**src/rtl/adc_capture.sv**
```systemverilog
// adc_capture: serial ADC frame reader; writes one 12-bit sample per 34-clk frame into a sample buffer.
// Latency: first write 33 clk after the start edge, then one write every 34 clk; done 2 clk after last write.
// Backpressure: none; the buffer write port must accept every wr_en strobe, and start is ignored while busy.
//
// Ports:
//   i_clk, i_rst_n        clock (rising edge) and asynchronous active-low reset
//   i_start               begin a run (only honoured in IDLE, not in the done cycle)
//   i_num_samples[8:0]    samples per run, 0 means 512; latched when the run starts
//   o_cs_n, o_sclk        ADC chip select (active low) and serial clock (clk/2, idles high)
//   i_sdata               ADC serial data, MSB first: 4 leading zeros then 12 data bits
//   o_wr_en/addr/data     one-cycle sample buffer write
//   o_busy, o_done        run in progress / one-cycle completion pulse
//   o_err                 sticky leading-zero violation flag
//
// Build option: define ADC_ZERO_CHECK_EN to build the leading-zero check; otherwise o_err is tied to 0.

module adc_capture (
    input  logic        i_clk,
    input  logic        i_rst_n,
    input  logic        i_start,
    input  logic [8:0]  i_num_samples,
    output logic        o_cs_n,
    output logic        o_sclk,
    input  logic        i_sdata,
    output logic        o_wr_en,
    output logic [8:0]  o_wr_addr,
    output logic [11:0] o_wr_data,
    output logic        o_busy,
    output logic        o_done,
    output logic        o_err
);

    typedef enum logic [1:0] {S_IDLE, S_CONV, S_Q0, S_Q1} state_t;

    state_t      r_state, w_state;
    logic [4:0]  r_h, w_h;              // half-bit counter within a frame
    logic [9:0]  r_cnt, w_cnt;          // samples written so far; 10 bits so 512 fits
    logic [9:0]  r_n, w_n;              // samples requested for this run
    logic [15:0] r_shift, w_shift;
    logic        r_cs_n, w_cs_n;
    logic        r_sclk, w_sclk;
    logic        r_wr_en, w_wr_en;
    logic [8:0]  r_wr_addr, w_wr_addr;
    logic [11:0] r_wr_data, w_wr_data;
    logic        r_busy, w_busy;
    logic        r_done, w_done;
`ifdef ADC_ZERO_CHECK_EN
    logic        r_err, w_err;
`endif

    always_comb begin
        w_state   = r_state;
        w_h       = r_h;
        w_cnt     = r_cnt;
        w_n       = r_n;
        w_shift   = r_shift;
        w_cs_n    = r_cs_n;
        w_sclk    = r_sclk;
        w_wr_en   = 1'b0;
        w_wr_addr = r_wr_addr;
        w_wr_data = r_wr_data;
        w_busy    = r_busy;
        w_done    = 1'b0;
`ifdef ADC_ZERO_CHECK_EN
        w_err     = r_err;
`endif
        case (r_state)
            S_IDLE: begin
                w_cs_n = 1'b1;
                w_sclk = 1'b1;
                w_busy = 1'b0;
                // The done cycle is still IDLE, but a start seen there is dropped.
                if (i_start && !r_done) begin
                    w_state = S_CONV;
                    w_h     = 5'd0;
                    w_cnt   = 10'd0;
                    w_n     = (i_num_samples == 9'd0) ? 10'd512 : {1'b0, i_num_samples};
                    w_cs_n  = 1'b0;
                    w_sclk  = 1'b0;
                    w_busy  = 1'b1;
`ifdef ADC_ZERO_CHECK_EN
                    w_err   = 1'b0;
`endif
                end
            end
            S_CONV: begin
                // Even h means sclk is low now and rises on this edge: sample here.
                if (!r_h[0]) begin
                    w_shift = {r_shift[14:0], i_sdata};
                end
                if (r_h == 5'd31) begin
                    w_state   = S_Q0;
                    w_cs_n    = 1'b1;
                    w_sclk    = 1'b1;
                    w_wr_en   = 1'b1;
                    w_wr_addr = r_cnt[8:0];
                    w_wr_data = r_shift[11:0];
`ifdef ADC_ZERO_CHECK_EN
                    if (|r_shift[15:12]) begin
                        w_err = 1'b1;
                    end
`endif
                end else begin
                    w_h    = r_h + 5'd1;
                    w_sclk = ~r_h[0];
                end
            end
            S_Q0: begin
                w_state = S_Q1;
                w_cnt   = r_cnt + 10'd1;
            end
            default: begin // S_Q1: r_cnt already counts the sample just written
                if (r_cnt < r_n) begin
                    w_state = S_CONV;
                    w_h     = 5'd0;
                    w_cs_n  = 1'b0;
                    w_sclk  = 1'b0;
                end else begin
                    w_state = S_IDLE;
                    w_done  = 1'b1;
                    w_busy  = 1'b0;
                end
            end
        endcase
    end

    always_ff @(posedge i_clk or negedge i_rst_n) begin
        if (!i_rst_n) begin
            r_state   <= S_IDLE;
            r_h       <= 5'd0;
            r_cnt     <= 10'd0;
            r_n       <= 10'd0;
            r_shift   <= 16'd0;
            r_cs_n    <= 1'b1;
            r_sclk    <= 1'b1;
            r_wr_en   <= 1'b0;
            r_wr_addr <= 9'd0;
            r_wr_data <= 12'd0;
            r_busy    <= 1'b0;
            r_done    <= 1'b0;
`ifdef ADC_ZERO_CHECK_EN
            r_err     <= 1'b0;
`endif
        end else begin
            r_state   <= w_state;
            r_h       <= w_h;
            r_cnt     <= w_cnt;
            r_n       <= w_n;
            r_shift   <= w_shift;
            r_cs_n    <= w_cs_n;
            r_sclk    <= w_sclk;
            r_wr_en   <= w_wr_en;
            r_wr_addr <= w_wr_addr;
            r_wr_data <= w_wr_data;
            r_busy    <= w_busy;
            r_done    <= w_done;
`ifdef ADC_ZERO_CHECK_EN
            r_err     <= w_err;
`endif
        end
    end

    assign o_cs_n    = r_cs_n;
    assign o_sclk    = r_sclk;
    assign o_wr_en   = r_wr_en;
    assign o_wr_addr = r_wr_addr;
    assign o_wr_data = r_wr_data;
    assign o_busy    = r_busy;
    assign o_done    = r_done;

`ifdef ADC_ZERO_CHECK_EN
    assign o_err = r_err;
`else
    // Leading-zero bits are shifted in but never inspected in this build.
    logic w_unused_hi;
    assign w_unused_hi = ^r_shift[15:12];
    assign o_err       = 1'b0;
`endif

endmodule
```
**config.mk**
```make
export PLATFORM = sky130hd
export DESIGN_NAME = adc_capture
export DESIGN_NICKNAME = d
export VERILOG_FILES = /design/src/rtl/adc_capture.sv
export SDC_FILE = /design/constraint.sdc
export NUM_CORES = 1
export LEC_CHECK = 0
export CAP_MARGIN = 10
export CORE_MARGIN = 4
export CORE_UTILIZATION = 50
export DETAILED_ROUTE_END_ITERATION = 10
export PLACE_DENSITY_LB_ADDON = 0.3
export SYNTH_ARGS = -nofsm -noshare
export SYNTH_HDL_FRONTEND = slang
export SYNTH_SLANG_ARGS = --single-unit
```
**constraint.sdc**
```tcl
create_clock -name i_clk -period 2.4 [get_ports i_clk]
set_input_delay 0.24 -clock i_clk [delete_from_list [all_inputs] [get_ports i_clk]]
set_output_delay 0.24 -clock i_clk [all_outputs]
set_load 0.05 [all_outputs]
```
# Yosys cells after proc, flatten, opt, wreduce, memory -nomap -nowiden

Cells that the tools add are included.

Flip-flop bits (word level): 65
Bits of input ports: 13
Output and inout port bits: 27
Word-level logic and storage cells: 66

Equality and inequality tests: 7
Add/sub/neg operators: 2
Bitwise logic cells: 3
Reductions and logical operators: 17
Order comparisons: 1
Muxes and demuxes: 24

Operators with widths:

| kind                                                                   | number |
|---|---|
| 10-bit two-way mux                                                     | 2 |
| 10-bit one-hot mux with 2 select lines                                 | 1 |
| 5-bit two-way mux                                                      | 3 |
| 5-bit one-hot mux with 3 select lines                                  | 1 |
| 2-bit AND reduction                                                    | 7 |
| 1-bit two-way mux                                                      | 11 |
| 10-bit by 1-bit adder with 10-bit output (second input constant)       | 1 |
| 10-bit < comparator                                                    | 1 |
| 9-bit logical NOT                                                      | 1 |
| 2-bit != test (second input constant)                                  | 3 |
| 1-bit one-hot mux with 3 select lines                                  | 2 |
| 2-bit one-hot mux with 3 select lines                                  | 1 |
| 5-bit by 1-bit adder with 5-bit output (second input constant)         | 1 |
| 5-bit equality test (second input constant)                            | 1 |
| 2-bit two-way mux                                                      | 2 |
| 4-bit AND reduction                                                    | 1 |
| 1-bit inverter                                                         | 3 |
| 3-bit AND reduction                                                    | 1 |
| 3-bit nonzero test                                                     | 1 |
| 3-bit OR reduction                                                     | 1 |
| 2-bit by 1-bit equality test with 1-bit output (second input constant) | 1 |
| 2-bit equality test (second input constant)                            | 1 |
| 2-bit logical NOT                                                      | 1 |
| 2-bit by 1-bit != test with 1-bit output (second input constant)       | 1 |
| 5 further kinds                                                        | 5 |

# Logic depth before layout (Yosys ltp)

Gate-level depths: netlist of run 1.

Word-level depth: 4
Depth in mapped cells: 9

# Worst setup path after synthesis of run 1

OpenSTA, ideal clock, no wires.

Path type: flip-flop to flip-flop
Start point: register r_h[0]
End point: register r_wr_addr[0], in the netlist o_wr_addr[0]
Stages on the path, launching flop included: 7
Data arrival time: 1.677 ns
Buffers on the path: 1
Data required time: 2.275 ns
Slack: 0.599 ns
Setup time: 0.125 ns
Cells stage by stage: dfrtp_1 > ha_1 > and3_1 > ha_1 > nand2_1 > buf_2 > mux2_2

Cells in the longest elaborated chain, start to end: 2

RTL lines:

| item                                 | line | RTL |
|---|---|---|
| from (decl)                          | 36   | `logic [4:0] r_h, w_h;` |
| from (signal assigned)               | 146  | `r_h <= w_h;` |
| 5-bit equality test                  | 91   | `if (r_h == 5'd31) begin` |
| 2-bit AND reduction (no source line) | --   |  |
| to (signal assigned)                 | 153  | `r_wr_addr <= w_wr_addr;` |
| to (decl)                            | 43   | `logic [8:0] r_wr_addr, w_wr_addr;` |

No other way between the ends.
A chain may end at the register's enable or synchronous reset.

# Final worst setup path of run 1

Start point: register r_cnt[3]
End point: register r_state[0]

Cells in the longest elaborated chain, start to end: 3

RTL lines:

| item                                  | line | RTL |
|---|---|---|
| from (decl)                           | 37   | `logic [9:0] r_cnt, w_cnt;` |
| from (signal assigned)                | 147  | `r_cnt <= w_cnt;` |
| 10-bit < comparator                   | 113  | `if (r_cnt < r_n) begin` |
| 1-bit two-way mux                     | 113  |  |
| 2-bit one-hot mux with 3 select lines | 67   | `case (r_state)` |
| to (signal assigned)                  | 145  | `r_state <= w_state;` |
| to (decl)                             | 35   | `state_t r_state, w_state;` |

No other way between the ends.

==> flow_results.org, run 1 <==
** Status
- The run finished with clean final reports.

** Clock tree
- TritonCTS clock tree :: built
- Post-cts repair resize count :: 0
- H-Tree Level Count :: 3
- Counting the buffers created by CTS gives 9.
- CTS Sinks :: 65
- Clk Latency, worst-skew pair :: 0.33 ns
- Maximum buffer depth of the clock tree :: 2
- After clock tree synthesis, the clock-pin slew on the worst setup and hold paths is 0.07 ns.
- After clock tree synthesis, the flow added hold-fix buffers numbering 0.
- Root buffer selected by CTS :: clkbuf_8
- Once the clock tree was built, the setup fixing pass inserted 0 buffers.

** Critical path
- Cell type group with the largest total delay on the critical path :: compound AO/OA/AOI/OAI gates
- Worst r2r src :: r_cnt[3]
- Worst path slowest cell :: o31ai_2
- Critical Path, Cell by Cell :: ha_1 -> a41oi_1 -> o31ai_2 -> o21ai_0 -> a22o_1
- Arrival time reported for the critical path endpoint :: 2.22 ns
- Max stage delay on crit path :: 0.51 ns
- Required time of the worst setup path :: 2.61 ns
- Worst Setup Start Kind :: register
- Tracing the worst setup path back leads to its startpoint at r_cnt[3].
- Worst-path fanout max :: 7
- Counting both buffers and inverters, the worst setup path holds a total of 0.
- The setup path with the least slack is of type reg2reg.
- STA classifies the critical path endpoint as a register.

** Yosys
- Syn Std Cell Area :: 3088 sq um
- Async set-reset flop share out of synthesis :: 100.0%
- In the synthesized netlist, the cells that appear most often are dfrtp_1 (63), mux2_2 (41), inv_1 (19), nand2_1 (19), ha_1 (16).
- Cell count after synthesis :: 262
- Number of warnings printed during yosys synthesis :: 0
- Yosys top cell area share :: 51.05%
- Ranking of synthesized cells by area :: dfrtp_1 (51%), mux2_2 (15%), ha_1 (6.5%), inv_1 (2.3%), nand2_1 (2.3%)
- Post-synthesis cell type with the largest combined area :: dfrtp_1
- When the netlist entered floorplanning its net count stood at 291.
- Fraction of the yosys area taken by sequential cells :: 52.76%
- The synthesized design contains 0 enable-type register cells.
- Distinct cell type count after synthesis :: 42
- Counting flops and latches in the post-synthesis netlist gives 65.
- Yosys instantiated no cell more often than dfrtp_1.
- Syn Area/Cell :: 11.79 sq um
- For this run, the leading register cell type out of synthesis is dfrtp_1.

** Place
- The HPWL after detailed placement is 4.055 mm.
- Routability-driven placement finished with a final weighted congestion of 0.8968.
- Number of input and output port buffers inserted :: 38
- Summing all placed instances gives a cell area of 3542 sq um.
- After detailed placement, the design holds a cell count of 371.

** Layout
- With fillers left out, the area of the finished cells amounts to 3737 sq um.
- Finished Core Util :: 62.75%
- Non-filler cells, final :: 387
- Of the cells placed in the final design, the portion with a size suffix greater than 1 is 22.44%.
- The repair_antennas step left the layout with diodes totalling 0.
- Growth of design area from synthesis to finish :: 21.03%
- The final layout contains 336 nets.
- Layout fillers :: 477

** Timing
- Final sum of negative setup slack :: 0 ns
- In the finished design, the share of the clock period the worst path needs comes to 83.58%.
- Number of pins with negative max-slew slack in the final report :: 0
- The total count of hold-check failures in the final report came to 0.
- For the pin with the worst max-slew slack, the measured transition is 0.8043 ns.
- RSZ-0062 raised after global routing :: no
- The worst path needs 2.006 ns of the cycle, external delays included.
- Derived from the worst setup path, the maximum achievable clock frequency is 498.5 MHz.
- Worst slew margin relative to its limit :: 46.38%
- Between clock sinks in the finished design, the worst skew comes to 0.007093 ns.
- Final setup viols :: 0

** GRT
- Pin count of the biggest net entering global routing :: 66
- Global routing used 17.30% of the available tracks across all layers.
- The number of antenna violations at the first check in global routing came to 0.
- For this run the aggregate overflow at the end of global routing stands at 0.
- The first global-routing pass estimated 10.21 mm of wire.
- Via count of the first global-routing pass :: 2154

** Die
- I/O pin total :: 40
- Die area :: 7497 sq um
- In this run the horizontal extent of the chip is 86.59 microns.
- The total area inside the core boundary comes to 5956 sq um.
- The floorplan has 28 rows.
- In this run the vertical extent of the chip is 86.59 microns.
- For this configuration, the core starts out at a cell density of 51.85%.

** Pwr
- Per report_power, the sequential group accounts for 41.7% of the total.
- Of the total power, the clock network draws 23.7%.
- Internal power component :: 2474 uW
- Net switching power figure :: 1344 uW
- Pwr/cell area :: 1022 nW/um^2
- Maximum VDD drop :: 0.0005390 V
- Combinational logic burns 34.6% of the power.
- Net switching fraction of the power :: 35.20%
- For this design the static power due to leakage is 0.001770 uW.

** Drt
- DR DRC count :: 0
- Number of optimization iterations in the first detailed-route pass :: 5
- WL final :: 5.723 mm
- Routed vias :: 2070
- Ratio of routed vias to standard cells :: 5.349
- The first routing iteration left 89 violations.
- Dividing the detail-routed wire length by the instance count gives 14.79 microns.
- The count of nets left with antenna violations once routing finished came out at 0.

** Run
- Across the run, the number of max-cap violations was 0.

** Worst hold path
- Class of the tightest hold or removal check :: in2async
==> flip-flops by register name, indices dropped and copies added, names as in the netlist <==
register,count
o_wr_data,12
r_shift,12
r_cnt,10
r_n,10
o_wr_addr,9
r_h,5
r_state,2
o_busy,1
o_cs_n,1
o_done,1
o_sclk,1
o_wr_en,1
==> power groups by stage <==
| stage | logic, uW | registers [uW] | clock network (uW) |
|---|---|---|---|
| floorplan | 971 | 1620 | 0 |
| global placement | 1290 | 1600 | 0 |
| detailed placement | 1320 | 1620 | 0 |
| CTS | 1330 | 1600 | 932 |
| global route | 1480 | 1630 | 989 |
| finish | 1320 | 1590 | 906 |
==> layout make-up <==
type,instances,area [sq um],share of cell area (%)
sequential,65,1629,43.59
multi-input combinational,169,1335,35.72
timing repair buffer,43,412.9,11.05
clock buffer,10,137.6,3.683
tap,75,93.84,2.511
inverter,19,71.32,1.908
clock inverter,6,57.56,1.540
==> routing by layer <==
metal / up-vias / share of wire, % / GRT usage [%] / wire (microns)
met5: - / 0 / 0 / 0
met4: 0 / 1.0 / 4.674 / 58
met1: 1017 / 49 / 25.37 / 2818
met2: 44 / 45 / 25.03 / 2555
met3: 5 / 5.1 / 5.228 / 291
li1: 1004 / - / - / -
==> cell usage in the layout (no fill, tap or decap), types with 2 or more instances in the layout <==
cell / synthesis / routed
dfstp_2: 2 / 2
nor3_1: 4 / 4
o211ai_1: 2 / 2
a22oi_1: 2 / 2
nand4_1: 4 / 4
nand2b_1: 6 / 6
and3_1: 3 / 3
clkbuf_8: 0 / 10
nand3_1: 6 / 6
buf_4: 3 / 5
inv_1: 19 / 19
ha_1: 16 / 16
xor2_1: 6 / 6
mux2_2: 41 / 41
clkdlybuf4s50_1: 0 / 37
dfrtp_1: 63 / 63
a21oi_1: 7 / 7
nand2_1: 19 / 19
clkinv_2: 0 / 4
a22o_1: 3 / 3
nor2b_1: 2 / 2
o21ai_0: 13 / 13
nor4_1: 2 / 2
nor2_1: 13 / 13
==> final timing paths <==
path                           endpoint  slack [ns]  cells after the start
min in group i_clk               o_busy        0.50                      1
hold reg to reg                  o_busy        0.50                      1
hold / removal                   r_h[3]        0.08                      2
setup reg to reg             r_state[0]        0.39                      5
max in group asynchronous  o_wr_addr[3]        1.79                      2
setup / recovery             r_state[0]        0.39                      5
==> kinds of logic after synthesis <==
logic type | synth area share, %
AOI/OAI and AO/OA | 9.319
xor gates and xnor gates | 1.985
other | 0.1214
adders and majority gates | 6.483
buffers and inverters | 4.011
muxes | 15.28
DFF | 52.76
and+or+nand+nor | 10.05
==> worst register-to-register path: stages (launching register included) <==
cell and delay, ns:
dfrtp_1 0.46, ha_1 0.34, a41oi_1 0.13, o31ai_2 0.51, o21ai_0 0.22, a22o_1 0.24
==> stage by stage <==
stage	setup WS [ns]	total power, uW	hold slack [ns]
floorplan	0.5985	2595	-0.05559
global placement	0.4864	2890	0.4618
detailed placement	0.4367	2937	0.4703
CTS	0.4230	3854	0.1156
global route	0.2331	4102	0.1425
finish	0.3941	3818	0.08348
Power figures use the tool's default switching activity.
==> inputs of run 2 (changes only) <==
clock period = 2.1 ns   (was 2.4 ns; I/O delays follow)
==> flow_results.org, run 2 (same netlist as run 1, synthesis figures left out) <==
** Status
- The flow ran to the end, and the final reports show no timing, DRC or antenna violations.

** Timing
- Number of pins with negative max-slew slack in the final report :: 0 (unchanged)
- The total negative slack for setup checks is 0 ns (unchanged).
- The portion of the clock cycle consumed by the worst path in the final layout was 93.43% (+9.8 points).
- The timing-limited maximum frequency is 509.7 MHz (+2.2%).
- Slew @ Worst Pin :: 0.5246 ns (-0.2797 ns)
- The relative slew slack is 64.92% (+19 points).
- Final setup viols :: 0 (unchanged)
- The post-layout minimum cycle time was 1.962 ns (-0.04399 ns).
- Setup repair after global routing left no endpoint under its margin.
- Worst Clk Skew :: 0.005619 ns (-0.001474 ns)
- Count of final hold-check violations :: 0 (unchanged)
- The worst hold slack across all endpoints was 0.4019 ns (+0.3184 ns).

** GRT
- Pin count of the biggest net entering global routing :: 66 (unchanged)
- The number of antenna violations at the first check in global routing was 0 (unchanged).
- Via count of the first global-routing pass :: 2234 (+3.7%)
- GR Util All Layers :: 18.82% (+1.5 points)
- The first-pass GRT wire length is 10.96 mm (+7.4%).
- Leftover overflow at the end of global routing :: 0 (unchanged)

** Layout
- The layout cell share with drive strength beyond 1 was 24.38% (+1.9 points).
- Most common cell after layout, fill and taps aside :: dfrtp_1
- Antenna cells :: 0 (unchanged)
- Nets :: 344 (+2.4%)
- The filler cell count is 458 (-4.0%).
- Summed area of non-filler cells in the final layout :: 3881 sq um (+3.9%)
- In the layout the commonest cells are dfrtp_1 (63), mux2_2 (41), clkdlybuf4s50_1 (37), inv_1 (19), nand2_1 (19).
- Growth of design area from synthesis to finish :: 25.69%

** Drt
- The average wire length per cell after detail routing came to 15.87 microns (+7.3%).
- The total wire length came to 6.268 mm (+9.5%).
- The detailed-router iteration count before antenna repair is 5 (unchanged).
- The violation count after the first detailed-routing iteration was 167 (+88%).
- Ratio of routed vias to standard cells :: 5.491 (+2.7%)
- The number of remaining DRC errors came to 0 (unchanged).
- DRT antenna net count :: 0 (unchanged)
- The total number of vias was 2169 (+4.8%).

** Clock tree
- The number of setup buffers added after CTS came to 0 (unchanged).
- The clock latency reported for the late side of the worst-skew pair was 0.34 ns (about the same).
- Total clock buffers created by CTS :: 9 (unchanged)
- The root buffer cell chosen for the clock tree is clkbuf_8.
- Clock transition at the registers of the reported paths :: 0.07 ns (about the same)
- The maximum buffer depth of the clock tree came to 2 (unchanged).
- The TritonCTS sink count was 65 (unchanged).
- TritonCTS clock tree :: built
- The level count of the clock H-tree was 3 (unchanged).

** Die
- The area of the die is 7497 sq um (unchanged).
- I/O pin total :: 40 (unchanged)
- The vertical extent of the die came to 86.59 microns (unchanged).
- The effective utilization at floorplan is 51.85% (unchanged).
- The area of the core was 5956 sq um (unchanged).
- The row count is 28 (unchanged).
- The die width was 86.59 microns (unchanged).

** Critical path
- Max stage delay on crit path :: 0.44 ns (-0.07 ns)
- The slack of the worst reg-to-reg path was 0.14 ns (-0.26 ns).
- Arrival time reported for the critical path endpoint :: 2.20 ns (-0.02 ns)
- Worst Setup Start Kind :: register
- The critical path starts at r_cnt[8].
- Walking the worst path, the cells encountered are ha_1 -> nand4_1 -> o31ai_2 -> buf_4 -> nor2_1 -> o21ai_0.
- The setup path with the least slack is of type reg2reg.
- The startpoint identified for the worst register-to-register timing path is r_cnt[8].
- The kind of cell with the highest combined delay along the critical path is compound AO/OA/AOI/OAI gates.
- STA classifies the critical path endpoint as a register.
- Worst path slowest cell :: dfrtp_1
- The peak fanout along the critical path is 5 (-2).
- Buf/Inv on CP :: 1 (+1)
- The required time of the worst setup path was 2.34 ns (-0.27 ns).

** Place
- The detailed placement HPWL is 4.230 mm (+4.3%).
- Number of input and output port buffers inserted :: 38 (unchanged)
- The standard cell area after detailed placement came to 3620 sq um (+2.2%).
- Placer Congestion :: 0.8495 (-5.3%)

** Run
- Max-capacitance violation count :: 0 (unchanged)

** Worst hold path
- The path class of the tightest hold or removal check is in2async.

** Pwr
- The worst voltage drop across the vdd grid came to 0.0006899 V (+28%).
- The total power density per cell area came to 1219 nW/um^2 (+19%).
- Leakage power :: 0.001842 uW (+4.1%)
## run 2: cell types whose count changed in the layout (fill, tap and decap cells not counted)
cell / previous run / this run
buf_4: 5 / 10
clkinv_2: 4 / 0
clkinv_4: 0 / 3
buf_12: 0 / 2
bufinv_16: 1 / 3
clkbuf_1: 0 / 1
clkbuf_8: 10 / 9
clkinvlp_4: 1 / 0
dlygate4sd3_1: 0 / 1
ha_1: 16 / 15
ha_2: 0 / 1
nor3_1: 4 / 3
nor3_2: 0 / 1
## run 2: path summary, 6_finish.rpt
check	endpoint	cells after the start
max	r_h[4]	6
min reg2reg	o_wr_addr[2]	2
min	r_h[1]	3
min in group i_clk	r_shift[0]	2
max reg2reg	r_h[4]	6
max in group asynchronous	o_cs_n	3
## run 2: layout make-up
cell class	instances	area [sq um]	share of cell area, %
Clock inverter	6	116.4	2.998
Clock buffer	10	127.6	3.288
Inverter	19	71.32	1.838
Timing Repair Buffer	51	500.5	12.89
Tap cell	75	93.84	2.418
Multi-Input combinational cell	169	1343	34.59
Sequential cell	65	1629	41.97
## run 2: where the power goes
| group | leakage [uW] | switching (uW) | total [uW] | internal (uW) |
|---|---|---|---|---|
| registers | 0.000853 | 250 | 1820 | 1570 |
| logic | 0.000868 | 873 | 1610 | 737 |
| clock network | 0.000121 | 509 | 1300 | 795 |
## run 2: worst min-delay path, stage by stage
cell           delay, ns
dlygate4sd3_1       0.52
buf_2               0.12
buf_12              0.29
## run 2: layer usage
metal	vias to the layer above	routed length (microns)	global-route usage [%]
met4	0	101	6.657
met5	-	0	0
met1	1081	2920	26.70
met3	8	363	5.038
met2	53	2882	27.96
li1	1027	-	-
## run 2: repair_timing
| action | 4_1_cts | 5_1_grt |
|---|---|---|
| endpoints found under the setup margin | 0 | 5 |
| hold buffers | 1 | 0 |
| hold endpoints to repair | 63 | 0 |
| resized for setup | 0 | 2 |
## run 2: through the flow
stage / power, uW / setup slack [ns] / std cells / utilization (%)
final: 4732 / 0.1381 / 395 / 65.17
after global routing: 5029 / 0.01663 / 395 / 65.17
after CTS: 4738 / 0.1033 / 395 / 65.04
after detailed placement: 3409 / 0.1662 / 378 / 60.78
after global placement: 3348 / 0.2586 / 378 / 60.78
after floorplan: 2966 / 0.2985 / 262 / -
==> inputs of run 3 (changes only) <==
clock period = 2.45 ns   (was 2.1 ns; I/O delays follow)
==> flow_results.org, run 3 (same netlist as run 1, synthesis figures left out) <==
** Status
- Run status :: completed

** Timing
- The total negative slack for setup checks came to 0 ns (unchanged).
- The portion of the clock cycle consumed by the worst path in the final layout is 82.42% (-11 points).
- The actual slew at the worst max-slew pin came to 0.6468 ns (+0.1222 ns).
- RSZ-0062 raised after global routing :: no
- Smallest setup slack after layout :: 0.4306 ns (+0.2925 ns)
- Count of final hold-check violations :: 0 (unchanged)
- The post-layout minimum cycle time came to 2.019 ns (+0.05746 ns).
- The worst clock skew came to 0.006879 ns (+0.001260 ns).
- Worst slew margin relative to its limit :: 56.88% (-8.0 points)
- The timing-limited maximum frequency is 495.2 MHz (-2.8%).
- The number of slew-limit violations in the final report is 0 (unchanged).
- Worst hold slack across all endpoints :: 0.4561 ns (+0.05421 ns)
- The final setup violation count was 0 (unchanged).

** Die
- Die area :: 7497 sq um (unchanged)
- The I/O pin count came to 40 (unchanged).
- The vertical extent of the die was 86.59 microns (unchanged).
- The row count was 28 (unchanged).
- Core Region :: 5956 sq um (unchanged)
- The effective utilization at floorplan came to 51.85% (unchanged).
- The die width was 86.59 microns (unchanged).

** Critical path
- FF-to-FF path depth :: 7 (+1)
- The worst setup path is of the reg2reg kind.
- Worst setup EP type :: register
- Tracing the worst setup path back leads to its startpoint at r_state[0].
- The data arrival time at the worst-slack endpoint came to 2.23 ns (+0.03 ns).
- Worst-path fanout max :: 8 (+3)
- The worst setup path is launched from a register.
- Crit path capture :: r_cnt[9]
- Required time of the worst setup path :: 2.66 ns (+0.32 ns)
- Worst r2r src :: r_state[0]
- Setup slack of the most critical reg-to-reg path :: 0.43 ns (+0.29 ns)
- The endpoint identified for the worst register-to-register timing path is r_cnt[9].

** Layout
- Area taken by multi-input logic gates :: 1335 sq um (-0.56%)
- Layout fillers :: 501 (+9.4%)
- From synthesis to final layout, the design area changed by 22.16%.
- Commonest cells after routing, fill and taps aside :: dfrtp_1 (63), mux2_2 (41), clkdlybuf4s50_1 (37), inv_1 (19), nand2_1 (19)
- The antenna cell count came to 0 (unchanged).
- The net count reported at finish was 339 (-1.5%).
- Ratio of cells with drive above 1 in the final layout :: 22.86% (-1.5 points)
- Most common cell after layout, fill and taps aside :: dfrtp_1
- Sequential cell area in the final layout :: 1629 sq um (unchanged)

** Pwr
- The clock power share came to 24.2% (-3.4 points).
- The net switching power figure came to 1350 uW (-17%).
- Net switching fraction of the power :: 35.67% (+1.2 points)
- The combinational group share of total power is 34.6% (+0.6 points).
- Pwr/cell area :: 1003 nW/um^2 (-18%)
- The total power came to 3784 uW (-20%).
- The internal portion of total power is 2434 uW (-21%).
- Maximum VDD drop :: 0.0004731 V (-31%)
- Leakage power :: 0.001779 uW (-3.4%)
- Part of the total power dissipated in sequential elements :: 41.2% (+2.8 points)

** Drt
- DR DRC count :: 0 (unchanged)
- The detailed-router iteration count before antenna repair is 4 (-1).
- Ratio of routed vias to standard cells :: 5.303 (-3.4%)
- DRT antenna net count :: 0 (unchanged)
- The total number of vias was 2068 (-4.7%).
- The average wire length per cell after detail routing was 14.94 microns (-5.9%).
- The violation count after the first detailed-routing iteration was 70 (-58%).
- WL final :: 5.825 mm (-7.1%)

** Place
- The pre-CTS worst setup slack is 0.4636 ns (+0.2973 ns).
- Number of input and output port buffers inserted :: 38 (unchanged)
- Placer Congestion :: 0.9195 (+8.2%)
- The detailed placement HPWL came to 4.210 mm (-0.48%).

** Clock tree
- The total clock buffers created by CTS came to 9 (unchanged).
- The level count of the clock H-tree was 3 (unchanged).
- The clock latency reported for the late side of the worst-skew pair came to 0.34 ns (about the same).
- TritonCTS clock tree :: built
- Clock transition at the registers of the reported paths :: 0.08 ns (about the same)
- The maximum buffer depth of the clock tree came to 2 (unchanged).
- The cell sitting at the root of the clock tree is a clkbuf_8.
- Post-cts repair resize count :: 0 (unchanged)
- The TritonCTS sink count was 65 (unchanged).

** GRT
- Pin count of the biggest net entering global routing :: 30 (-55%)
- The final global-route overflow total is 0 (unchanged).
- The number of antenna violations at the first check in global routing came to 0 (unchanged).
- Via count of the first global-routing pass :: 2092 (-6.4%)
- Wire length of the first global-routing pass :: 10.29 mm (-6.1%)
- The total global routing track utilization came to 17.70% (-1.1 points).

** Worst hold path
- The min-delay analysis places its worst path in the category in2async.

** Run
- The max-cap violation count was 0 (unchanged).
## run 3: stage by stage
step | utilization, % | area [sq um] | std cells
3_3_place_gp | 59.73 | 3557 | 373
3_5_place_dp | 59.73 | 3557 | 373
6_report | 63.34 | 3772 | 390
2_1_floorplan | - | 3088 | 262
5_1_grt | 63.34 | 3772 | 390
4_1_cts | 63.34 | 3772 | 390
## run 3: power groups by stage
stage	Sequential, uW	Combinational (uW)	Clock [uW]
2_1_floorplan	1590	951	0
3_3_place_gp	1570	1260	0
3_5_place_dp	1580	1300	0
4_1_cts	1560	1310	935
5_1_grt	1600	1450	988
6_report	1560	1310	916
## run 3: timing repair
action                                 CTS  global route
endpoints found under the hold margin   25             0
hold buffers                             1             0
buffers inserted                         0             0
## run 3: worst max-delay path: stages (launching register included)
cell	delay, ns
dfrtp_1	0.45
inv_1	0.15
ha_1	0.38
nor2_2	0.11
a2111oi_4	0.45
nand3_1	0.14
xor2_1	0.16
nor2_1	0.05
## run 3: how the worst min path moves through the flow
| stage | from | end | cells past startpoint |
|---|---|---|---|
| finish | i_rst_n | r_h[2] | 2 |
| detailed placement | i_rst_n | r_h[1] | 1 |
| global placement | i_rst_n | r_h[1] | 1 |
| CTS | i_rst_n | r_h[0] | 2 |
| floorplan | i_rst_n | o_busy | 0 |
| global route | i_rst_n | r_h[0] | 2 |
## run 3: layout make-up
type,instances,area share [%]
clock buffers,10,3.648
clock inverters,6,1.791
inverters,19,1.891
multi-input cells,169,35.39
flip-flops and latches,65,43.18
well taps,75,2.488
repair buffers,46,11.61
## run 3: routing by layer
metal | up-vias | share of wire, % | routed length (microns) | global-route usage [%]
met4 | 0 | 2.1 | 125 | 9.207
met2 | 40 | 45 | 2633 | 24.90
met1 | 997 | 49 | 2844 | 26.18
met5 | - | 0 | 0 | 0
li1 | 1020 | - | - | -
met3 | 11 | 3.8 | 222 | 3.042
